[src/rtl/mem_port_scheduler.sv]
// Shares one single-port SRAM between an instruction-fetch port and a data-memory port.
// Latency: grant and SRAM access are in the same cycle; read data returns one cycle after the grant.
// Backpressure: the requester that loses arbitration holds its request until granted; round-robin on conflict.
module mem_port_scheduler #(
  parameter int DATA_W = 32,
  parameter int ADDR_W = 14
) (
  input  logic              clk,
  input  logic              rst,
  input  logic              if_req,
  input  logic [31:0]       if_addr,
  output logic              if_gnt,
  output logic              if_rvalid,
  output logic [DATA_W-1:0] if_rdata,
  input  logic              dm_req,
  input  logic              dm_we,
  input  logic [1:0]        dm_size,
  input  logic [31:0]       dm_addr,
  input  logic [DATA_W-1:0] dm_wdata,
  output logic              dm_gnt,
  output logic              dm_err,
  output logic              dm_rvalid,
  output logic [DATA_W-1:0] dm_rdata,
  output logic              sram_ceb,
  output logic [3:0]        sram_web,
  output logic [ADDR_W-1:0] sram_a,
  output logic [DATA_W-1:0] sram_di,
  input  logic [DATA_W-1:0] sram_do
);

  typedef enum logic [1:0] {IDLE, RD_IF, RD_DM} state_t;

  // last_gnt encoding: which port was served last
  localparam logic GNT_IF = 1'b0;
  localparam logic GNT_DM = 1'b1;

  state_t state_q, state_d;
  logic   last_gnt_q, last_gnt_d;
  logic   dm_legal;
  logic   dm_win;

  // Address bits outside the word-address window carry no meaning here
  logic unused_addr_bits;
  assign unused_addr_bits = ^{if_addr[31:ADDR_W+2], if_addr[1:0], dm_addr[31:ADDR_W+2]};

  // Decide whether the DM request is naturally aligned and of a legal size
  always_comb begin
    dm_legal = 1'b0;
    case (dm_size)
      2'b00:   dm_legal = 1'b1;
      2'b01:   dm_legal = ~dm_addr[0];
      2'b10:   dm_legal = (dm_addr[1:0] == 2'b00);
      default: dm_legal = 1'b0;
    endcase
  end

  // Round-robin arbitration, grant/error generation and next read-outstanding state
  always_comb begin
    if_gnt     = 1'b0;
    dm_gnt     = 1'b0;
    dm_err     = 1'b0;
    dm_win     = 1'b0;
    state_d    = IDLE;
    last_gnt_d = last_gnt_q;
    if (!rst) begin
      // An illegal DM request still wins its turn; it is answered with dm_err instead of an access
      dm_win = dm_req && (!if_req || (last_gnt_q == GNT_IF));
      if (dm_win) begin
        last_gnt_d = GNT_DM;
        if (dm_legal) begin
          dm_gnt = 1'b1;
          if (!dm_we) state_d = RD_DM;
        end else begin
          dm_err = 1'b1;
        end
      end else if (if_req) begin
        if_gnt     = 1'b1;
        last_gnt_d = GNT_IF;
        state_d    = RD_IF;
      end
    end
  end

  // SRAM command for the granted access: word address, byte-lane write enables and lane-aligned data
  always_comb begin
    sram_ceb = 1'b1;
    sram_web = 4'b1111;
    sram_a   = '0;
    sram_di  = '0;
    if (if_gnt) begin
      sram_ceb = 1'b0;
      sram_a   = if_addr[ADDR_W+1:2];
    end else if (dm_gnt) begin
      sram_ceb = 1'b0;
      sram_a   = dm_addr[ADDR_W+1:2];
      if (dm_we) begin
        case (dm_size)
          2'b00: begin
            sram_web = ~(4'b0001 << dm_addr[1:0]);
            sram_di  = DATA_W'(dm_wdata[7:0]) << {dm_addr[1:0], 3'b000};
          end
          2'b01: begin
            sram_web = dm_addr[1] ? 4'b0011 : 4'b1100;
            sram_di  = DATA_W'(dm_wdata[15:0]) << {dm_addr[1], 4'b0000};
          end
          default: begin
            sram_web = 4'b0000;
            sram_di  = dm_wdata;
          end
        endcase
      end
    end
  end

  // Read data is the raw SRAM word; the state register says whose it is
  always_comb begin
    if_rvalid = (state_q == RD_IF) && !rst;
    dm_rvalid = (state_q == RD_DM) && !rst;
    if_rdata  = sram_do;
    dm_rdata  = sram_do;
  end

  // State and round-robin pointer; reset drops any outstanding read and favours DM first
  always_ff @(posedge clk) begin
    if (rst) begin
      state_q    <= IDLE;
      last_gnt_q <= GNT_IF;
    end else begin
      state_q    <= state_d;
      last_gnt_q <= last_gnt_d;
    end
  end

endmodule

[config.mk]
export PLATFORM = sky130hd
export DESIGN_NAME = mem_port_scheduler
export DESIGN_NICKNAME = d
export VERILOG_FILES = /design/src/rtl/mem_port_scheduler.sv
export SDC_FILE = /design/constraint.sdc
export NUM_CORES = 1
export LEC_CHECK = 0
export ABC_AREA = 1
export CAP_MARGIN = 25
export CORE_AREA = 2 2 98 100
export CTS_CLUSTER_SIZE = 10
export DETAILED_ROUTE_END_ITERATION = 7
export DIE_AREA = 0 0 100 102
export HOLD_SLACK_MARGIN = 0.02
export PLACE_DENSITY = 0.66
export SYNTH_ARGS = -nofsm -noshare
export SYNTH_HDL_FRONTEND = slang
export SYNTH_SLANG_ARGS = --single-unit
[constraint.sdc]
create_clock -name clk -period 1.5 [get_ports clk]
set_input_delay 0.3 -clock clk [delete_from_list [all_inputs] [get_ports clk]]
set_output_delay 0.3 -clock clk [all_outputs]
set_load 0.02 [all_outputs]
==> flow_summary.ini <==
[run_status]
status = finished with violations
violations = setup timing

[worst_setup_path]
path_max_fanout = 7
crit_required_ns = 1.20
critPathLaunchType = register
arrival_ns = 1.46
worstSetupPathType = reg -> out
cp-end-kind = output pin

[cts]
clk_pin_slew_ns = 0.03
cts_tree = yes
ctsHtreeMaxLevel = 1
cts_buffers = 3
hold_buffers = 0
cts_sinks = 3
insertion_delay_ns = 0.22
root_buffer = clkbuf_8
clk_path_buf_depth = 2

[timing]
setup_violations = 53
grt_setup_unrepaired = yes
slew-limit-headroom_pct = 83.11
max_freq_ghz = 0.5695
fin_crit_ns = 1.756
fin_skew_ns = 0.001558
fin_hold_ws_ns = 0.4157
fin_crit_sh_pct = 117.1
tightestPinTransition_ns = 0.2508
hold_violations = 0
fin_ws_ns = -0.2558
final_max_slew_viol_count = 0

[logic_synthesis]
syn-instance-count = 329
yosysWarningCount = 0
syn_area_um2 = 1620
synth_top_area_share_pct = 29.65
yosys.area.top_type = buf_4
ys_types = 19
synth.avg_cell_area_um2 = 4.925
yosys_register_bits = 3
ys_seq_area_share_pct = 3.707
synth_fp_nets = 464
synth_area_leaders = buf_4, nand2_1, nor2_1, inv_1, o21ai_0

[detailed_routing]
via_per_inst = 4.316
wirelength_um = 7570
drc = 0
wl_per_cell_um = 13.92
ant_nets = 0
drt-pass1-iter-count = 4
num_vias = 2348
drt_first_iter_violations = 64

[floorplanning]
row_count = 35
core_area_um2 = 9109
die_x_um = 100
ios = 255
die_area_um2 = 10200
initial_core_util_pct = 17.79
dieHeight_um = 102

[run]
cap_violations = 0

[placement]
placedCellCount = 523
dp_hpwl_um = 5641
port-buffer-count = 124
pre_cts_slack_ns = -1.166
place_congestion = 0.7480

[final_layout]
layout-drive-gt1-share_pct = 48.27
area_delta_synth_final_pct = 120.9
final_core_util_pct = 39.30
fillers = 938
nets = 569
fin_cells = 544
diodes = 0
final_cell_mix = nand2_1, buf_6, clkdlybuf4s50_1, nor2_4
regArea_um2 = 61.31
multi_input_area_um2 = 1373
final_common_cell = nand2_1

[global_routing]
grt_overflow = 0
grt_antenna_before_repair = 0
grt_max_degree = 18
grt_pass1_wl_um = 10960
track_usage_pct = 13.62
grt_pass1_vias = 2328

[pwr]
peakVddDrop_mv = 0.2046
leakage_nw = 1.727
power_density_nw_per_um2 = 328.6

[worst_hold_path]
min_path_type = in -> reg
-- cell type report --
cell class,count,share of cell area [%]
clock buffers,4,1.258
inverters,36,3.775
multi-input cells,215,38.34
flip-flops and latches,3,1.713
well taps,111,3.880
repair buffers,175,51.03
-- worst paths after layout --
kind              start  cells after the start          to  slack [ns]
max          last_gnt_q                      8  sram_di[5]       -0.26
min              if_req                      3  state_q[0]        0.42
max reg2reg  last_gnt_q                     10  state_q[1]        0.13
min reg2reg  last_gnt_q                      3  last_gnt_q        0.56
-- synth_stat cells --
library cell,instances
a21oi_1,1
a21oi_2,1
a21oi_4,1
buf_2,9
buf_4,64
clkbuf_1,2
dfxtp_1,3
inv_1,35
inv_2,1
nand2_1,119
nand3_1,7
nand4_1,1
nor2_1,54
nor2_4,2
nor3_1,1
o211ai_1,1
o21ai_0,24
o21ai_1,2
or2_2,1
-- repair_timing --
action,4_1_cts,5_1_grt
gates resized for setup,418,49
buffers inserted,17,3
endpoints found under the setup margin,56,56
cloned,2,0
pin swaps,40,20
-- cell families (layout without fill, tap and decap cells) --
family,after synthesis,in the layout,synth area share [%]
AND/OR/NAND/NOR,185,185,44.71
buffers and inverters,111,215,41.24
AO/OA/AOI/OAI,30,30,10.35
flip-flops,3,3,3.707
-- per-layer routing --
layer / part of all wire [%] / global-route usage [%]
met1: 32 / 12.22
met2: 55 / 28.74
met3: 10 / 4.036
met4: 2.4 / 4.320
met5: 0 / 0
-- registers in the layout, indices dropped and copies added, names as in the netlist --
name / count
last_gnt_q: 1
state_q: 2
-- worst max-delay path, cell delays in order (launching register included) --
cell     delay (ns)
dfxtp_2        0.33
nand2_4        0.08
nand3_4        0.08
a21oi_4        0.15
nand2_4        0.08
buf_12         0.15
buf_16         0.15
nor2_4         0.09
buf_6          0.12
-- power breakdown --
group	switching (mW)	leakage, nW	total, mW	internal (mW)
sequential	0.00486	0.0250	0.0913	0.0864
clock	0.0560	0.0228	0.237	0.181
combinational	0.414	1.68	0.848	0.433
total	0.475	1.73	1.18	0.701
-- stage by stage --
step           instance area, um^2  TNS, ns  power (mW)
6_report                      3580   -11.15       1.176
5_1_grt                       3580   -14.70       1.248
2_1_floorplan                 1879        0      0.6351
3_3_place_gp                  2988   -57.20      0.7816
4_1_cts                       3467   -12.81       1.145
3_5_place_dp                  2988   -57.21      0.7860
Note: power is estimated with default switching activity, not from simulation.
